`src/rtl/mycpu_mem_stage.sv`:
```
// MEM stage of the 5-stage MIPS pipeline: EX/MEM and MEM/WB registers, data SRAM issue, load-data hold.
// Optional misaligned-access checking is enabled by defining MYCPU_MEM_ALIGN_CHK_EN.
module mycpu_mem_stage #(
    parameter int ADDR_W = 32
) (
    input  logic              clk,
    input  logic              resetn,
    input  logic              flush,
    input  logic              es_to_ms_valid,
    output logic              ms_allowin,
    input  logic [ADDR_W-1:0] es_pc,
    input  logic [ADDR_W-1:0] es_alu_result,
    input  logic [ADDR_W-1:0] es_rt_value,
    input  logic [5:0]        es_mode,
    input  logic [2:0]        es_store_mode,
    input  logic [4:0]        es_dest,
    input  logic              es_gr_we,
    input  logic              wb_stall,
    output logic              data_sram_en,
    output logic [3:0]        data_sram_wen,
    output logic [ADDR_W-1:0] data_sram_addr,
    output logic [ADDR_W-1:0] data_sram_wdata,
    input  logic [ADDR_W-1:0] data_sram_rdata,
    output logic              ws_valid,
    output logic [ADDR_W-1:0] ws_pc,
    output logic [ADDR_W-1:0] ws_alu_result,
    output logic [ADDR_W-1:0] ws_rt_value,
    output logic [5:0]        ws_mode,
    output logic [4:0]        ws_dest,
    output logic              ws_gr_we,
    output logic [ADDR_W-1:0] ws_rdata,
    output logic [1:0]        ws_addr_err
);

    logic              ms_valid;
    logic [ADDR_W-1:0] ms_pc;
    logic [ADDR_W-1:0] ms_alu_result;
    logic [ADDR_W-1:0] ms_rt_value;
    logic [5:0]        ms_mode;
    logic [2:0]        ms_store_mode;
    logic [4:0]        ms_dest;
    logic              ms_gr_we;

    logic              rdata_fresh;
    logic [ADDR_W-1:0] rdata_buf;

    logic              ws_allowin;
    logic              ms_fire;
    logic              es_accept;
    logic              is_load;
    logic              is_store;
    logic [1:0]        lane;
    logic [1:0]        access_err;
    logic [3:0]        st_wen;
    logic [ADDR_W-1:0] st_wdata;

    assign ws_allowin = !ws_valid | !wb_stall;
    assign ms_allowin = !ms_valid | ws_allowin;
    assign ms_fire    = ms_valid & ws_allowin & !flush;
    // flush only blocks the accept when it is killing an occupant of MEM
    assign es_accept  = es_to_ms_valid & ms_allowin & !(flush & ms_valid);

    assign is_load  = ms_mode[5];
    assign is_store = ms_store_mode != 3'b000;
    assign lane     = ms_alu_result[1:0];

`ifdef MYCPU_MEM_ALIGN_CHK_EN
    logic adel;
    logic ades;
    logic [1:0] ws_addr_err_q;

    always_comb begin
        adel = is_load & (((ms_mode[3:1] == 3'b001) & lane[0]) |
                          ((ms_mode[3:1] == 3'b010) & (lane != 2'b00)));
        ades = ((ms_store_mode == 3'b010) & lane[0]) |
               ((ms_store_mode == 3'b011) & (lane != 2'b00));
        access_err = {adel, ades};
    end

    always_ff @(posedge clk) begin
        if (!resetn) begin
            ws_addr_err_q <= '0;
        end else if (ms_fire) begin
            ws_addr_err_q <= access_err;
        end
    end

    assign ws_addr_err = ws_addr_err_q;
`else
    assign access_err  = 2'b00;
    assign ws_addr_err = 2'b00;
`endif

    always_comb begin
        st_wen   = '0;
        st_wdata = '0;
        case (ms_store_mode)
            3'b001: begin
                st_wen   = 4'b0001 << lane;
                st_wdata = {4{ms_rt_value[7:0]}};
            end
            3'b010: begin
                st_wen   = lane[1] ? 4'b1100 : 4'b0011;
                st_wdata = {2{ms_rt_value[15:0]}};
            end
            3'b011: begin
                st_wen   = 4'b1111;
                st_wdata = ms_rt_value;
            end
            3'b100: begin
                case (lane)
                    2'd0:    begin st_wen = 4'b0001; st_wdata = ms_rt_value >> 24; end
                    2'd1:    begin st_wen = 4'b0011; st_wdata = ms_rt_value >> 16; end
                    2'd2:    begin st_wen = 4'b0111; st_wdata = ms_rt_value >> 8;  end
                    default: begin st_wen = 4'b1111; st_wdata = ms_rt_value;       end
                endcase
            end
            3'b101: begin
                case (lane)
                    2'd0:    begin st_wen = 4'b1111; st_wdata = ms_rt_value;       end
                    2'd1:    begin st_wen = 4'b1110; st_wdata = ms_rt_value << 8;  end
                    2'd2:    begin st_wen = 4'b1100; st_wdata = ms_rt_value << 16; end
                    default: begin st_wen = 4'b1000; st_wdata = ms_rt_value << 24; end
                endcase
            end
            default: begin
                st_wen   = '0;
                st_wdata = '0;
            end
        endcase
    end

    assign data_sram_en    = ms_fire & (is_load | is_store) & (access_err == 2'b00);
    assign data_sram_wen   = (ms_fire & is_store & (access_err == 2'b00)) ? st_wen : 4'b0000;
    assign data_sram_addr  = {ms_alu_result[ADDR_W-1:2], 2'b00};
    assign data_sram_wdata = st_wdata;

    // read data arrives the cycle after the request; the buffer keeps it across WB stalls
    assign ws_rdata = rdata_fresh ? data_sram_rdata : rdata_buf;

    always_ff @(posedge clk) begin
        if (!resetn) begin
            ms_valid      <= 1'b0;
            ms_pc         <= '0;
            ms_alu_result <= '0;
            ms_rt_value   <= '0;
            ms_mode       <= '0;
            ms_store_mode <= '0;
            ms_dest       <= '0;
            ms_gr_we      <= 1'b0;
            ws_valid      <= 1'b0;
            ws_pc         <= '0;
            ws_alu_result <= '0;
            ws_rt_value   <= '0;
            ws_mode       <= '0;
            ws_dest       <= '0;
            ws_gr_we      <= 1'b0;
            rdata_fresh   <= 1'b0;
            rdata_buf     <= '0;
        end else begin
            if (es_accept) begin
                ms_valid      <= 1'b1;
                ms_pc         <= es_pc;
                ms_alu_result <= es_alu_result;
                ms_rt_value   <= es_rt_value;
                ms_mode       <= es_mode;
                ms_store_mode <= es_store_mode;
                ms_dest       <= es_dest;
                ms_gr_we      <= es_gr_we;
            end else if (ms_fire | flush) begin
                ms_valid <= 1'b0;
            end

            if (ms_fire) begin
                ws_valid      <= 1'b1;
                ws_pc         <= ms_pc;
                ws_alu_result <= ms_alu_result;
                ws_rt_value   <= ms_rt_value;
                ws_mode       <= ms_mode;
                ws_dest       <= ms_dest;
                ws_gr_we      <= ms_gr_we & (access_err == 2'b00);
            end else if (ws_allowin) begin
                ws_valid <= 1'b0;
            end

            rdata_fresh <= ms_fire;
            if (rdata_fresh) begin
                rdata_buf <= data_sram_rdata;
            end
        end
    end

endmodule

```
`config.mk`:
```
export PLATFORM = sky130hd
export DESIGN_NAME = mycpu_mem_stage
export DESIGN_NICKNAME = d
export VERILOG_FILES = /design/src/rtl/mycpu_mem_stage.sv
export SDC_FILE = /design/constraint.sdc
export NUM_CORES = 1
export LEC_CHECK = 0
export CORE_MARGIN = 2
export CORE_UTILIZATION = 45
export CTS_BUF_LIST = sky130_fd_sc_hd__clkbuf_2 sky130_fd_sc_hd__clkbuf_4 sky130_fd_sc_hd__clkbuf_8
export CTS_CLUSTER_SIZE = 14
export DETAILED_ROUTE_END_ITERATION = 8
export GPL_TIMING_DRIVEN = 0
export HOLD_SLACK_MARGIN = 0.15
export PLACE_DENSITY = 0.87
export SYNTH_ARGS = -nofsm -noshare
export SYNTH_HDL_FRONTEND = slang
export SYNTH_SLANG_ARGS = --single-unit
```
`constraint.sdc`:
```
create_clock -name clk -period 3.8 [get_ports clk]
set_input_delay 0.95 -clock clk [delete_from_list [all_inputs] [get_ports clk]]
set_output_delay 0.95 -clock clk [all_outputs]
set_load 0.01 [all_outputs]
```
==> run_results.csv <==
group,metric,value,unit
status,outcome,"finished, final reports clean",
synthesis,synth_top_flop_cell,"dfxtp_1",
route,drtPass1Iterations,5,
flow_run,drv_cap,0,
layout,syn2layout_area_growth,44.2,%
route,finalWirelength,40100,um
cts,numClockSinks,254,
cts,clk_pin_slew,0.06,ns
synthesis,synth_edf_count,0,
sta,setup_viol,0,
setup_path,max_stage_delay,0.56,ns
placed_design,placed_area,15100,um2
sta,skew,0.0188,ns
layout,final_core_util,0.662,
pwr,p_seq_frac,0.459,
sta,rsz0062_at_grt,"yes",
cts,root_buffer,"clkbuf_8",
floorplan,core,24300,um2
setup_path,crit_fanout,3,
setup_path,worst_ep_required_time,2.85,ns
global_route,grt_overflow_total,0,
synthesis,ys_seq_area_frac,0.456,
hold_path,hold_end,"ws_alu_result[29]",
pwr,p_clk_frac,0.396,
pwr,sw_frac_of_total,0.259,
pwr,power_density,387,nW/um2
setup_path,worstSetupPathType,"in2out",
floorplan,start_util,0.459,
sta,hold_viol_final,0,
hold_path,min-delay-start,"ws_alu_result[29]",
cts,cts_max_path_buffers,3,
sta,relSlewSlack,0.356,
synthesis,async_flop_share,0,
floorplan,fp.dieArea,26100,um2
sta,final-max-slew-violation-count,0,
layout,stdcell_area,16100,um2
sta,fin_crit,3.75,ns
pwr,switchingPower,1.61,mW
cts,htreeDepth,2,
sta,fin_ws,0.0496,ns
cts,postCtsHoldBufs,0,
setup_path,crit_start,"flush",
route,wl_per_cell,19.2,um
setup_path,end_kind,"output port",
global_route,track_usage,0.298,
route,ant_nets,0,
floorplan,core.rowCount,57,
synthesis,synth.avg_cell_area,8.37,um2
global_route,grt_first_pass_wirelength,61200,um
synthesis,netlist_instances,1333,
synthesis,syn_area,11200,um2
floorplan,die-height,162,um
setup_path,r2r_slack,1.64,ns
placed_design,port-buffer-count,355,
global_route,grt_max_degree,19,
hold_path,min_path_cells,2,
route,viasPerCell,5.44,
layout,antenna_cells,0,
placed_design,place_hpwl,29600,um
cts,clk_latency,0.54,ns
layout,fillers,1979,
route,drtIter0Drc,744,
sta,max_freq,267,MHz
hold_path,min_path_type,"reg2reg",
sta,fin_tns_setup,0,ns
setup_path,start_kind,"input port",
layout,final_cell_mix,"clkdlybuf4s50_1, nand2_1, dfxtp_1, o21ai_0, nand3_1",
pwr,p_int,4.61,mW
cts,cts_tree,"done",
setup_path,crit_path_cell_trace,"clkdlybuf4s50_1 -> nand2b_1 -> a21oi_1 -> buf_6 -> and3_1 -> clkdlybuf4s50_1",
setup_path,cp_slowest_cell,"clkdlybuf4s50_1",
global_route,grt_pass1_vias,11300,
synthesis,ys_warn_count,0,
sta,period_share,0.987,
setup_path,arrival,2.80,ns
route,route.vias.total,11300,
synthesis,synth.distinct_cells,52,
pwr,leakage,5.95,nW
global_route,antenna_found_initial,0,
layout,final_common_cell,"clkdlybuf4s50_1",
setup_path,r2r_cells,7,
setup_path,crit_top_cell,"clkdlybuf4s50_1",
pwr,peakVddDrop,0.000295,V
setup_path,timing.rr.start,"ws_valid",
pwr,pwr-share-comb,0.144,
floorplan,fp.dieW,162,um
placed_design,dpl_worst_slack,-0.629,ns
setup_path,r2r-end,"ms_pc[0]",
floorplan,ios,361,
cts,numCtsBuffers,41,
layout,final_nets,1883,
layout,drive_above_1_share,0.129,
placed_design,globalplace.congestion,0.959,
sta,worst_pin_slew,0.967,ns
synthesis,synth-seq-cells,254,
route,drcViolationCount,0,
[per-stage QoR]
stage / total power, mW / hold WS, ns / instances
floorplan: 3.31 / 0.441 / 1336
global placement: 3.77 / 0.447 / 2015
detailed placement: 3.78 / 0.456 / 2015
CTS: 6.24 / 0.463 / 2087
global route: 6.44 / 0.479 / 2087
finish: 6.23 / 0.461 / 2087
[critical path: cells and delay by family]
kind / cells / cell delay, ns
AOI/OAI and AO/OA: 1 / 0.26
buffers and inverters: 3 / 1.15
and+or+nand+nor: 2 / 0.43
[how the worst max path moves through the flow]
stage / endpoint / cells after the start
after global placement: data_sram_wen[0] / 7
after global routing: data_sram_wen[1] / 6
after CTS: data_sram_wdata[17] / 6
final: data_sram_wen[1] / 6
after detailed placement: data_sram_wen[0] / 7
after floorplan: data_sram_wen[0] / 5
[power groups by stage]
stage               registers, mW  clock network [mW]  logic (mW)
CTS                          2.85                2.50       0.889
detailed placement           2.91                   0       0.874
floorplan                    2.88                   0       0.427
global placement             2.91                   0       0.862
global route                 2.87                2.62       0.961
finish                       2.86                2.47       0.899
[per-layer routing]
| layer | vias up | wire, um | track usage |
|---|---|---|---|
| met5 | - | 0 | 0 |
| met4 | 0 | 1680 | 0.132 |
| met3 | 110 | 3690 | 0.0814 |
| met2 | 534 | 19300 | 0.506 |
| met1 | 5359 | 15500 | 0.354 |
| li1 | 5345 | - | - |
[state kept, by name, indices dropped and copies added (netlist names)]
| register | cells |
|---|---|
| ws_alu_result | 32 |
| ws_rt_value | 32 |
| rdata_fresh | 1 |
| ms_dest | 5 |
| ms_alu_result | 32 |
| rdata_buf | 32 |
| ms_pc | 32 |
| ms_gr_we | 1 |
| ws_pc | 32 |
| ws_gr_we | 1 |
| ms_mode | 6 |
| ws_dest | 5 |
| ms_valid | 1 |
| ms_rt_value | 32 |
| ws_valid | 1 |
| ms_store_mode | 3 |
| ws_mode | 6 |
[area by class of cell]
type / count / area (um2) / share of cell area
Sequential cell: 254 / 5080 / 0.316
Buffer: 155 / 855 / 0.0531
Inverter: 5 / 18.8 / 0.00117
Multi-Input combinational cell: 921 / 5320 / 0.330
Clock buffer: 66 / 802 / 0.0498
Clock inverter: 5 / 53.8 / 0.00334
Timing Repair Buffer: 357 / 3560 / 0.221
Tap cell: 324 / 405 / 0.0252
[cells in the mapped netlist (all sizes together) (2+ instances only)]
cell type / instances / share of area
nor2b: 8 / 0.0049
dfxtp: 254 / 0.46
nand4: 3 / 0.0017
a22oi: 18 / 0.012
o22ai: 3 / 0.0017
inv: 5 / 0.0017
mux4: 8 / 0.016
nand3: 114 / 0.051
a22o: 11 / 0.0086
nor3: 6 / 0.0031
clkbuf: 54 / 0.018
a221oi: 2 / 0.0016
nor2: 5 / 0.0017
mux2i: 10 / 0.0090
a21oi: 21 / 0.0098
nand2b: 7 / 0.0039
mux2: 38 / 0.038
nand2: 343 / 0.12
a21boi: 110 / 0.074
o2bb2ai: 3 / 0.0024
a221o: 10 / 0.0090
o221ai: 2 / 0.0016
a21o: 2 / 0.0013
a211o: 8 / 0.0063
a211oi: 10 / 0.0067
and2: 36 / 0.020
buf: 102 / 0.056
a32oi: 4 / 0.0031
o21ai: 124 / 0.056
[cells by family (layout without fill, tap and decap cells)]
kind of cell    Yosys count  count (layout)  share of synthesized area
compound gates          335             335                      0.200
simple gates            526             526                      0.205
buf+inv                 161             588                     0.0759
mux                      56              56                     0.0634
flops                   254             254                      0.456
other cells               1               4                   0.000336
[timing repair]
item / in CTS / in global routing
pin swaps: 1 / 0
resized for setup: 22 / 21
setup endpoints to repair: 25 / 25
setup buffers: 2 / 0
Note: power is estimated with default switching activity, not from simulation.
